$ cat src/rtl/fft_calculator_if.sv
// Sample/result bundle for the 8-point DFT engine: eight signed samples with a
// start strobe in, sixteen signed result words with a completion pulse out.
interface fft_calculator_if;
    logic               iStart;
    logic signed [7:0]  iSamples0, iSamples1, iSamples2, iSamples3;
    logic signed [7:0]  iSamples4, iSamples5, iSamples6, iSamples7;
    logic signed [19:0] oResult0,  oResult1,  oResult2,  oResult3;
    logic signed [19:0] oResult4,  oResult5,  oResult6,  oResult7;
    logic signed [19:0] oResult8,  oResult9,  oResult10, oResult11;
    logic signed [19:0] oResult12, oResult13, oResult14, oResult15;
    logic               oDone;

    modport master (
        output iStart,
        output iSamples0, iSamples1, iSamples2, iSamples3,
        output iSamples4, iSamples5, iSamples6, iSamples7,
        input  oResult0,  oResult1,  oResult2,  oResult3,
        input  oResult4,  oResult5,  oResult6,  oResult7,
        input  oResult8,  oResult9,  oResult10, oResult11,
        input  oResult12, oResult13, oResult14, oResult15,
        input  oDone
    );

    modport slave (
        input  iStart,
        input  iSamples0, iSamples1, iSamples2, iSamples3,
        input  iSamples4, iSamples5, iSamples6, iSamples7,
        output oResult0,  oResult1,  oResult2,  oResult3,
        output oResult4,  oResult5,  oResult6,  oResult7,
        output oResult8,  oResult9,  oResult10, oResult11,
        output oResult12, oResult13, oResult14, oResult15,
        output oDone
    );
endinterface

$ cat src/rtl/fft_calculator.sv
// Fully pipelined 8-point DFT with Q8 twiddles: capture, first butterfly,
// constant-twiddle products, per-bin accumulation into the output registers.
module fft_calculator (
    input  logic            Clock,
    input  logic            Reset,
    fft_calculator_if.slave bus
);
    logic signed [7:0]  w_x   [8];
    logic signed [7:0]  r_x   [8];
    logic signed [8:0]  r_a   [4];
    logic signed [8:0]  r_b   [4];
    logic signed [19:0] w_re  [8];
    logic signed [19:0] w_im  [8];
    logic               r_v0, r_v1, r_v2, r_done;

    assign w_x[0] = bus.iSamples0;
    assign w_x[1] = bus.iSamples1;
    assign w_x[2] = bus.iSamples2;
    assign w_x[3] = bus.iSamples3;
    assign w_x[4] = bus.iSamples4;
    assign w_x[5] = bus.iSamples5;
    assign w_x[6] = bus.iSamples6;
    assign w_x[7] = bus.iSamples7;

    function automatic int cos_q(input int m);
        case (m % 8)
            0:       return 256;
            1:       return 181;
            2:       return 0;
            3:       return -181;
            4:       return -256;
            5:       return -181;
            6:       return 0;
            default: return 181;
        endcase
    endfunction

    function automatic int sin_q(input int m);
        return cos_q(m + 6);
    endfunction

    always_ff @(posedge Clock) begin
        if (Reset) begin
            r_v0   <= 1'b0;
            r_v1   <= 1'b0;
            r_v2   <= 1'b0;
            r_done <= 1'b0;
        end else begin
            r_v0   <= bus.iStart;
            r_v1   <= r_v0;
            r_v2   <= r_v1;
            r_done <= r_v2;
        end
    end

    always_ff @(posedge Clock) begin
        if (bus.iStart) begin
            r_x <= w_x;
        end
    end

    // x[n+4] sees twiddle W^(nk) for even k and -W^(nk) for odd k, so the
    // sum/difference split keeps every product on an exact Q8 twiddle.
    always_ff @(posedge Clock) begin
        for (int n = 0; n < 4; n++) begin
            r_a[n] <= 9'(r_x[n]) + 9'(r_x[n + 4]);
            r_b[n] <= 9'(r_x[n]) - 9'(r_x[n + 4]);
        end
    end

    genvar gi;
    generate
        for (gi = 0; gi < 8; gi++) begin : g_bin
            logic signed [8:0]  w_s    [4];
            logic signed [17:0] r_p_re [4];
            logic signed [17:0] r_p_im [4];
            logic signed [19:0] r_re, r_im;

            if (gi % 2 == 0) begin : g_even
                assign w_s = r_a;
            end else begin : g_odd
                assign w_s = r_b;
            end

            always_ff @(posedge Clock) begin
                for (int n = 0; n < 4; n++) begin
                    r_p_re[n] <= 18'(w_s[n]) * 18'(cos_q(n * gi));
                    r_p_im[n] <= 18'(w_s[n]) * 18'(-sin_q(n * gi));
                end
                if (Reset) begin
                    r_re <= '0;
                    r_im <= '0;
                end else if (r_v2) begin
                    r_re <= 20'(r_p_re[0]) + 20'(r_p_re[1]) + 20'(r_p_re[2]) + 20'(r_p_re[3]);
                    r_im <= 20'(r_p_im[0]) + 20'(r_p_im[1]) + 20'(r_p_im[2]) + 20'(r_p_im[3]);
                end
            end

            assign w_re[gi] = r_re;
            assign w_im[gi] = r_im;
        end
    endgenerate

    assign bus.oResult0  = w_re[0];
    assign bus.oResult1  = w_im[0];
    assign bus.oResult2  = w_re[1];
    assign bus.oResult3  = w_im[1];
    assign bus.oResult4  = w_re[2];
    assign bus.oResult5  = w_im[2];
    assign bus.oResult6  = w_re[3];
    assign bus.oResult7  = w_im[3];
    assign bus.oResult8  = w_re[4];
    assign bus.oResult9  = w_im[4];
    assign bus.oResult10 = w_re[5];
    assign bus.oResult11 = w_im[5];
    assign bus.oResult12 = w_re[6];
    assign bus.oResult13 = w_im[6];
    assign bus.oResult14 = w_re[7];
    assign bus.oResult15 = w_im[7];
    assign bus.oDone     = r_done;
endmodule

$ cat src/flat_wrapper.sv
// flat-port wrapper written by rule: the top's interface ports become plain ports
module fft_calculator_flat 
  (Clock, Reset, bus_iStart, bus_iSamples0, bus_iSamples1, bus_iSamples2, bus_iSamples3, bus_iSamples4, bus_iSamples5, bus_iSamples6, bus_iSamples7, bus_oResult0, bus_oResult1, bus_oResult2, bus_oResult3, bus_oResult4, bus_oResult5, bus_oResult6, bus_oResult7, bus_oResult8, bus_oResult9, bus_oResult10, bus_oResult11, bus_oResult12, bus_oResult13, bus_oResult14, bus_oResult15, bus_oDone);
  fft_calculator_if bus_i ();
  input  logic Clock;
  input  logic Reset;
  input wire logic [$bits(bus_i.iStart)-1:0] bus_iStart;
  input wire logic [$bits(bus_i.iSamples0)-1:0] bus_iSamples0;
  input wire logic [$bits(bus_i.iSamples1)-1:0] bus_iSamples1;
  input wire logic [$bits(bus_i.iSamples2)-1:0] bus_iSamples2;
  input wire logic [$bits(bus_i.iSamples3)-1:0] bus_iSamples3;
  input wire logic [$bits(bus_i.iSamples4)-1:0] bus_iSamples4;
  input wire logic [$bits(bus_i.iSamples5)-1:0] bus_iSamples5;
  input wire logic [$bits(bus_i.iSamples6)-1:0] bus_iSamples6;
  input wire logic [$bits(bus_i.iSamples7)-1:0] bus_iSamples7;
  output wire logic [$bits(bus_i.oResult0)-1:0] bus_oResult0;
  output wire logic [$bits(bus_i.oResult1)-1:0] bus_oResult1;
  output wire logic [$bits(bus_i.oResult2)-1:0] bus_oResult2;
  output wire logic [$bits(bus_i.oResult3)-1:0] bus_oResult3;
  output wire logic [$bits(bus_i.oResult4)-1:0] bus_oResult4;
  output wire logic [$bits(bus_i.oResult5)-1:0] bus_oResult5;
  output wire logic [$bits(bus_i.oResult6)-1:0] bus_oResult6;
  output wire logic [$bits(bus_i.oResult7)-1:0] bus_oResult7;
  output wire logic [$bits(bus_i.oResult8)-1:0] bus_oResult8;
  output wire logic [$bits(bus_i.oResult9)-1:0] bus_oResult9;
  output wire logic [$bits(bus_i.oResult10)-1:0] bus_oResult10;
  output wire logic [$bits(bus_i.oResult11)-1:0] bus_oResult11;
  output wire logic [$bits(bus_i.oResult12)-1:0] bus_oResult12;
  output wire logic [$bits(bus_i.oResult13)-1:0] bus_oResult13;
  output wire logic [$bits(bus_i.oResult14)-1:0] bus_oResult14;
  output wire logic [$bits(bus_i.oResult15)-1:0] bus_oResult15;
  output wire logic [$bits(bus_i.oDone)-1:0] bus_oDone;
  assign bus_i.iStart = bus_iStart;
  assign bus_i.iSamples0 = bus_iSamples0;
  assign bus_i.iSamples1 = bus_iSamples1;
  assign bus_i.iSamples2 = bus_iSamples2;
  assign bus_i.iSamples3 = bus_iSamples3;
  assign bus_i.iSamples4 = bus_iSamples4;
  assign bus_i.iSamples5 = bus_iSamples5;
  assign bus_i.iSamples6 = bus_iSamples6;
  assign bus_i.iSamples7 = bus_iSamples7;
  assign bus_oResult0 = bus_i.oResult0;
  assign bus_oResult1 = bus_i.oResult1;
  assign bus_oResult2 = bus_i.oResult2;
  assign bus_oResult3 = bus_i.oResult3;
  assign bus_oResult4 = bus_i.oResult4;
  assign bus_oResult5 = bus_i.oResult5;
  assign bus_oResult6 = bus_i.oResult6;
  assign bus_oResult7 = bus_i.oResult7;
  assign bus_oResult8 = bus_i.oResult8;
  assign bus_oResult9 = bus_i.oResult9;
  assign bus_oResult10 = bus_i.oResult10;
  assign bus_oResult11 = bus_i.oResult11;
  assign bus_oResult12 = bus_i.oResult12;
  assign bus_oResult13 = bus_i.oResult13;
  assign bus_oResult14 = bus_i.oResult14;
  assign bus_oResult15 = bus_i.oResult15;
  assign bus_oDone = bus_i.oDone;
  fft_calculator u_core (.Clock(Clock), .Reset(Reset), .bus(bus_i));
endmodule
$ cat config.mk
export PLATFORM = sky130hd
export DESIGN_NAME = fft_calculator_flat
export DESIGN_NICKNAME = d
export VERILOG_FILES = /design/src/rtl/fft_calculator_if.sv /design/src/rtl/fft_calculator.sv /design/src/flat_wrapper.sv
export SDC_FILE = /design/constraint.sdc
export NUM_CORES = 1
export LEC_CHECK = 0
export ABC_AREA = 1
export BUFFER_PORTS_ARGS = -buffer_cell sky130_fd_sc_hd__clkbuf_2
export CAP_MARGIN = 10
export CORE_ASPECT_RATIO = 0.5
export CORE_MARGIN = 2
export CORE_UTILIZATION = 60
export CTS_CLUSTER_SIZE = 24
export DETAILED_ROUTE_END_ITERATION = 12
export PLACE_DENSITY = 0.79
export SLEW_MARGIN = 20
export SYNTH_ARGS = -nofsm -noshare
export SYNTH_HDL_FRONTEND = slang
export SYNTH_SLANG_ARGS = --single-unit
$ cat constraint.sdc
create_clock -name Clock -period 5.02 [get_ports Clock]
set_input_delay 0.251 -clock Clock [delete_from_list [all_inputs] [get_ports Clock]]
set_output_delay 0.251 -clock Clock [all_outputs]
set_load 0.005 [all_outputs]
# Yosys cells after proc, flatten, opt, wreduce, memory -nomap -nowiden
# Memories as Yosys holds them, arrays and structs flattened.
# Cells that the tools add are included.
dict set report totals {
  ff_bits 460
  ram_bits 816
  in_bits 67
  output_inout_bits 321
  n_memories 14
}
# memory depth width read_ports rd_clocked_by_memory_dff write_ports line_no
set memory_table {}
lappend memory_table {{u_core.g_bin[1].r_p_im} 4 18 4 0 4 fft_calculator.sv:76} ;# logic signed [17:0] r_p_im [4];
lappend memory_table {{u_core.g_bin[1].r_p_re} 4 18 4 0 4 fft_calculator.sv:75} ;# logic signed [17:0] r_p_re [4];
lappend memory_table {{u_core.g_bin[3].r_p_im} 4 18 4 0 4 fft_calculator.sv:76}
lappend memory_table {{u_core.g_bin[3].r_p_re} 4 18 4 0 4 fft_calculator.sv:75}
lappend memory_table {{u_core.g_bin[5].r_p_im} 4 18 4 0 4 fft_calculator.sv:76}
lappend memory_table {{u_core.g_bin[5].r_p_re} 4 18 4 0 4 fft_calculator.sv:75}
lappend memory_table {{8 more memories} - - - - - -}
dict set report classes {
  addsub 60
  n_mul 4
}
# op count
set ops {}
lappend ops {{$add 19x18->20} 14}
lappend ops {{$add 20x18->20} 14}
lappend ops {{$add 18x18->19} 14}
lappend ops {{$mul 9x9->18 const B} 4}
lappend ops {{$add 19x18->20 const B} 2}
lappend ops {{$add 20x18->20 const B} 2}
lappend ops {{$neg 9->10} 4}
lappend ops {{$add 18x18->19 const AB} 2}
lappend ops {{$add 8x8->9} 4}
lappend ops {{$sub 8x8->9} 4}

# Depth between registers and ports, before layout
# Gate-level depths: netlist of run 1.
# An unclocked memory read counts as a cell.
dict set report logic_depth {
  word_depth 4
  depth_mapped 18
  depth_no_buf 18
}

# Worst setup path after synthesis of run 1
# No wires, ideal clock.
dict set report synth_path {
  path_type {flip-flop to flip-flop}
  start {register u_core.r_b (netlist bit u_core.g_bin[1].w_s[23])}
  end {memory u_core.g_bin[3].r_p_im[1][17]}
  setup_ns 0.072
  arrival_time_ns 3.713
  t_required_ns 4.948
  slack_ns 1.236
  stages_incl_launch_ff 15
  n_path_buf 0
  synth_period_minus_slack_ns 3.784
  path_cell_list {dfxtp_1 -> inv_1 -> ha_1 -> inv_1 -> ha_1 -> fa_1 -> fa_1 -> fa_1 -> ha_1 -> a21oi_1 -> nand2_1 -> nand2_1 -> o211ai_1 -> a21oi_1 -> xor2_1}
}
# element line_no
set synth_lines {}
lappend synth_lines {{start: declaration} fft_calculator.sv:11} ;# logic signed [8:0] r_b [4];
lappend synth_lines {{start signal: indexed assignment} fft_calculator.sv:67} ;# r_b[n] <= 9'(r_x[n]) - 9'(r_x[n + 4]);
lappend synth_lines {{end: declaration} fft_calculator.sv:76}

==> results of run 1 <==
==> through the flow <==
step                setup WS (ps)  instance area [sq um]  std cells  util [%]  hold WS, ps
floorplan                    1240                  33100       4099         -          310
global placement              930                  34100       4905      63.4          311
detailed placement            823                  34100       4905      63.4          313
CTS                           818                  36300       5047      67.5          146
global route                  521                  36300       5047      67.5          196
finish                        777                  36300       5049      67.5          167
==> how the worst max path moves through the flow <==
stage	startpoint	to
6_report	u_core.g_bin[1].w_s[23]$_DFF_P_	u_core.g_bin[3].r_p_im[1][17]$_DFF_P_
5_1_grt	u_core.g_bin[1].w_s[5]$_DFF_P_	u_core.g_bin[1].r_p_re[3][17]$_DFF_P_
4_1_cts	u_core.g_bin[1].w_s[23]$_DFF_P_	u_core.g_bin[3].r_p_im[1][17]$_DFF_P_
3_5_place_dp	u_core.g_bin[1].w_s[23]$_DFF_P_	u_core.g_bin[3].r_p_im[1][17]$_DFF_P_
3_3_place_gp	u_core.g_bin[1].w_s[5]$_DFF_P_	u_core.g_bin[1].r_p_re[3][17]$_DFF_P_
2_1_floorplan	u_core.g_bin[1].w_s[23]$_DFF_P_	u_core.g_bin[3].r_p_im[1][17]$_DFF_P_
==> kinds of logic (layout without fill, tap and decap cells) <==
family / count (synthesis) / in the layout / share of synthesized area, %
buf+inv: 871 / 1106 / 11.9
xor+xnor: 175 / 175 / 4.68
other cells: 1 / 90 / 0.0114
compound gates: 473 / 473 / 8.02
flops: 450 / 450 / 29.4
fa+ha+maj: 626 / 626 / 28.2
simple gates: 1416 / 1416 / 17.8
==> cells in the final DEF (no fill, tap or decap), types with 9 or more instances in the layout <==
master / count
nor2_1: 334
conb_1: 88
nand2_1: 775
nand4_1: 14
o211ai_1: 13
a22o_1: 18
and2_1: 11
a21oi_1: 230
inv_1: 651
clkbuf_16: 43
xnor2_1: 48
edfxtp_1: 64
a32o_1: 9
buf_4: 10
nor3_1: 38
bufinv_16: 10
nand3_2: 9
xor2_1: 127
or2_2: 14
o21ai_0: 150
dfxtp_1: 385
o21bai_1: 14
nand3_1: 213
clkbuf_2: 298
dlygate4sd3_1: 64
fa_1: 187
ha_1: 439
==> critical path: stages, from the launching register on <==
cell	delay, ps
dfxtp_1	520
inv_1	80
ha_1	350
inv_1	90
ha_1	310
fa_1	470
fa_1	590
fa_1	430
ha_1	380
a21oi_1	190
nand2_1	130
nand2_1	90
o211ai_1	180
a21oi_1	210
xor2_1	160
==> final cells by class <==
type                    instances  area (sq um)  area share [%]
repair buffers                373          2210            6.09
inverters                     655          2460            6.76
multi-input cells            2778         19600            53.8
well taps                     713           892            2.45
clock buffers                  51          1140            3.13
clock inverters                27           434            1.19
flip-flops and latches        450          9650            26.6
diodes                          2          5.00          0.0138
==> flip-flops by register name, summed over array words and instances (netlist names), 12 cells and up <==
register and cells:
u_core.bus.oResult8 12, u_core.bus.oResult12 12, u_core.bus.oResult10 19, u_core.g_bin.r_p_im 51, u_core.bus.oResult7 19, u_core.bus.oResult11 20
u_core.bus.oResult0 12, u_core.bus.oResult14 19, u_core.g_bin.r_p_re 105, u_core.g_bin.w_s 68, u_core.r_x 64, u_core.bus.oResult15 12
==> per-layer routing <==
| layer | global-route usage [%] | vias up | part of all wire, % |
|---|---|---|---|
| met5 | 0 | - | 0 |
| met4 | 8.25 | 0 | 2.4 |
| met3 | 10.3 | 146 | 12 |
| met2 | 48.0 | 1090 | 40 |
| met1 | 48.2 | 12655 | 45 |
| li1 | - | 13075 | - |
==> what timing repair did <==
| item | CTS | global route |
|---|---|---|
| endpoints found under the setup margin | 0 | 0 |
| endpoints found under the hold margin | 64 | 0 |
| hold buffers | 64 | 0 |
==> impl_metrics.py, run 1 <==
metrics = {
    "placement": {
        "gp_congestion": 1.06,
        "dp_hpwl_microns": 78700,
        "io_buffers": 299,
    },
    "clock_tree": {
        "ctsResizeCount": 0,
        "numCtsBuffers": 42,
        "h-tree-depth": 2,
        "cts_root_buf": "clkbuf_16",
        "cts.clk_slew.worst_paths_ps": 70,
        "clk_path_buf_depth": 3,
        "clock_latency_ps": 600,
        "cts_tree": "done",
        "cts_setup_buffers": 0,
        "clock_sinks": 450,
    },
    "logic_synthesis": {
        "synth_area_sq_mm": 0.0328,
        "synth_edf_count": 64,
        "synthCells": 4012,
        "synth_most_common_cell": "nand2_1",
        "synth_commonest_cells": "775 x nand2_1, 652 x inv_1, 439 x ha_1, 386 x dfxtp_1, 335 x nor2_1",
        "synth_top_area_share_pct": 23.6,
        "ys_async_sr_fraction_pct": 0,
        "ys.flop_type": "dfxtp_1",
        "ys_top_cells_by_area": "dfxtp_1 24%, ha_1 17%, fa_1 11%",
        "yosys_warnings": 0,
        "ys_seq_area_share_pct": 29.4,
        "ys_types": 41,
        "ys_seq_elements": 450,
        "syn_avg_cell_area_sq_um": 8.17,
        "yosysTopAreaCell": "dfxtp_1",
    },
    "floorplan": {
        "die-area_sq_mm": 0.0566,
        "die_w_microns": 335,
        "core_sq_mm": 0.0538,
        "die_h_microns": 169,
        "io_pins": 388,
        "start_util_pct": 60.9,
        "core.rowCount": 60,
    },
    "finish": {
        "area_delta_synth_final_pct": 10.9,
        "fillers": 4478,
        "drive_above_1_share_pct": 9.74,
        "fin_nets": 4993,
    },
    "worst_setup_path": {
        "cp-end-kind": "register",
        "critPathLaunchType": "register",
        "reg2reg_to": "u_core.g_bin[3].r_p_im[1][17]$_DFF_P_",
        "critical_path_class": "reg -> reg",
        "rrSetupSlack_ps": 780,
        "worstPathArrival_ps": 4760,
        "cp_max_fo": 7,
        "reg2reg_from": "u_core.g_bin[1].w_s[23]$_DFF_P_",
        "worst_r2r_path_depth": 14,
        "worstPathRequired_ps": 5540,
    },
    "run_status": {
        "outcome": "finished, final reports clean",
    },
    "drt": {
        "postRouteAntennaNets": 0,
        "drt_iter0_drc": 2574,
        "wl_microns": 95600,
        "num_vias": 26966,
        "drtPass1Iterations": 8,
        "avgRoutedWirePerCell_microns": 18.9,
        "viasPerCell": 5.34,
        "drc_errors": 0,
    },
    "sta": {
        "finalSetupTns_ps": 0,
        "fin_crit_ps": 4240,
        "fin_skew_ps": 27.8,
        "setup_violations": 0,
        "clock.fmax_ghz": 0.236,
        "fin_crit_sh_pct": 84.5,
        "hold_viol_final": 0,
        "maxSlewViolCount": 0,
        "rsz0062_at_grt": "no",
        "worstMarginPinSlew_ps": 1000,
        "maxSlewHeadroom_pct": 33.2,
    },
    "global_route": {
        "grt_pass1_wl_microns": 143000,
        "overflow": 0,
        "grt_pass1_vias": 25078,
        "grt_usage_pct": 33.3,
        "antenna_found_initial": 3,
        "grt_max_degree": 69,
    },
    "worst_hold_path": {
        "hp-class": "in -> reg",
        "min_delay_path_depth": 4,
        "min_from": "Reset",
        "hold_end": "u_core.bus.oResult10[7]$_SDFFE_PP0P_",
    },
    "run": {
        "cap_violations": 0,
    },
}
Power of run 1 is not shown: default switching activity piles up to over one toggle a cycle in this logic, so the estimate is an artifact.
==> run 2: changes to the inputs <==
==> constraint.sdc (replaced) <==
create_clock -name Clock -period 4.17 [get_ports Clock]
set_input_delay 0.2085 -clock Clock [delete_from_list [all_inputs] [get_ports Clock]]
set_output_delay 0.2085 -clock Clock [all_outputs]
set_load 0.005 [all_outputs]
==> run 2 against run 1 <==
Effect of this change:
- first-iteration DRC count down 11%
- setup slack lost 540 ps
- clock skew grew 12 ps
- fmax up 8.0%
- via count up 0.78%
- register-to-register slack lost 540 ps
- routed wire length rose by 2.0%
- clock-buffer cell count rose by 4
- global-route usage is 0.85 points higher
- highest routed layer unchanged
==> impl_metrics.py, run 2 (synthesized netlist as in run 1, its figures left out) <==
metrics = {
    "clock_tree": {
        "h-tree-depth": 2,
        "numCtsBuffers": 43,
        "cts.clk_slew.worst_paths_ps": 80,
        "clock_latency_ps": 610,
        "clock_sinks": 450,
        "cts_setup_buffers": 0,
        "cts_root_buf": "clkbuf_16",
        "clk_path_buf_depth": 3,
        "cts_tree": "done",
    },
    "sta": {
        "finalSetupTns_ps": 0,
        "fin_crit_sh_pct": 94.3,
        "worstMarginPinSlew_ps": 1160,
        "setup_violations": 0,
        "maxSlewHeadroom_pct": 22.1,
        "rsz0062_at_grt": "no",
        "fin_skew_ps": 40.3,
        "hold_viol_final": 0,
        "clock.fmax_ghz": 0.254,
        "maxSlewViolCount": 0,
        "fin_crit_ps": 3930,
    },
    "floorplan": {
        "core_sq_mm": 0.0538,
        "die_w_microns": 335,
        "die-area_sq_mm": 0.0566,
        "start_util_pct": 60.9,
        "die_h_microns": 169,
        "io_pins": 388,
        "core.rowCount": 60,
    },
    "finish": {
        "final_area_sq_mm": 0.0364,
        "regMostFlops": "u_core.g_bin.r_p_re",
        "multi_input_area_sq_mm": 0.0196,
        "area_delta_synth_final_pct": 11.0,
        "drive_above_1_share_pct": 10.1,
        "mostFrequentLayoutCells": "775 x nand2_1, 651 x inv_1, 439 x ha_1",
        "mostFrequentLayoutCell": "nand2_1",
        "fin_nets": 5013,
        "largest_reg_flops": 105,
        "fillers": 4485,
        "post-route-util_pct": 67.6,
        "layout.area.seq_sq_mm": 0.00965,
    },
    "global_route": {
        "use_met3_pct": 7.58,
        "grt_pass1_wl_microns": 147000,
        "antenna_found_initial": 6,
        "grt_usage_pct": 34.1,
        "met2_usage_pct": 51.9,
        "grt_pass1_vias": 25611,
        "grtUsageMet1_pct": 49.5,
        "grt_max_degree": 77,
        "grt_busiest_layer": "met2",
        "overflow": 0,
    },
    "run_status": {
        "outcome": "finished, final reports clean",
    },
    "run": {
        "cap_violations": 0,
    },
    "placement": {
        "dpl_cell_area_sq_mm": 0.0343,
        "io_buffers": 299,
        "dp_hpwl_microns": 79800,
        "gp_congestion": 1.03,
    },
    "worst_setup_path": {
        "critPathLaunchType": "register",
        "path_cells": "ha_1 -> inv_1 -> ha_1 -> fa_1 -> fa_1 -> fa_1 -> ha_1 -> buf_4 -> a21oi_1 -> o21a_1 -> nand2_1 -> a21oi_1 -> xor2_1",
        "path_delay_family": "adder cells",
        "critPathMaxStageDelay_ps": 510,
        "cp-end-kind": "register",
        "cp_max_fo": 8,
        "worstPathRequired_ps": 4660,
        "cp_slowest_cell": "fa_1",
        "critical_path_class": "reg -> reg",
        "worstPathArrival_ps": 4420,
        "cp_num_buf_inv": 2,
    },
    "drt": {
        "num_vias": 27176,
        "drt_iter0_drc": 2300,
        "wl_microns": 97500,
        "avgRoutedWirePerCell_microns": 19.2,
        "postRouteAntennaNets": 0,
        "drtPass1Iterations": 5,
        "viasPerCell": 5.36,
        "drc_errors": 0,
    },
    "worst_hold_path": {
        "hp-class": "in -> reg",
    },
}
-- run 2: metal layers --
metal / part of all wire [%] / up-vias
li1: - / 13130
met1: 46 / 12840
met3: 9.6 / 144
met5: 0 / -
met2: 42 / 1062
met4: 2.3 / 0
-- run 2: cell type report --
cell class	count	share of cell area, %
multi-input combinational	2778	53.7
sequential	450	26.5
inverter	655	6.75
timing repair buffer	392	6.47
clock buffer	55	3.34
tap	713	2.45
clock inverter	24	0.729
antenna	2	0.0137
-- run 2: timing repair --
| action | in CTS | in global routing |
|---|---|---|
| resized for setup | 0 | 1 |
| hold buffers | 64 | 0 |
| setup endpoints to repair | 0 | 5 |
| hold endpoints to repair | 64 | 0 |
-- run 2: worst paths after layout --
| check | start | endpoint | slack (ps) | cells past startpoint |
|---|---|---|---|---|
| max | u_core.g_bin[1].w_s[25]$_DFF_P_ | u_core.g_bin[3].r_p_im[1][16]$_DFF_P_ | 240 | 13 |
| min | Reset | u_core.r_v0$_SDFF_PP0_ | 230 | 2 |
| max reg2reg | u_core.g_bin[1].w_s[25]$_DFF_P_ | u_core.g_bin[3].r_p_im[1][16]$_DFF_P_ | 240 | 13 |
| min reg2reg | u_core.g_bin[1].w_s[29]$_DFF_P_ | u_core.g_bin[1].r_p_re[0][10]$_DFF_P_ | 320 | 0 |
-- run 2: per-stage QoR --
stage          hold slack [ps]  worst slack (ps)  instances
3_5_place_dp               312               175       4924
6_report                   234               240       5069
3_3_place_gp               311               209       4924
4_1_cts                    180               143       5067
2_1_floorplan              307               386       4099
5_1_grt                    250              23.3       5067
Power of run 2 is left out for the same reason.
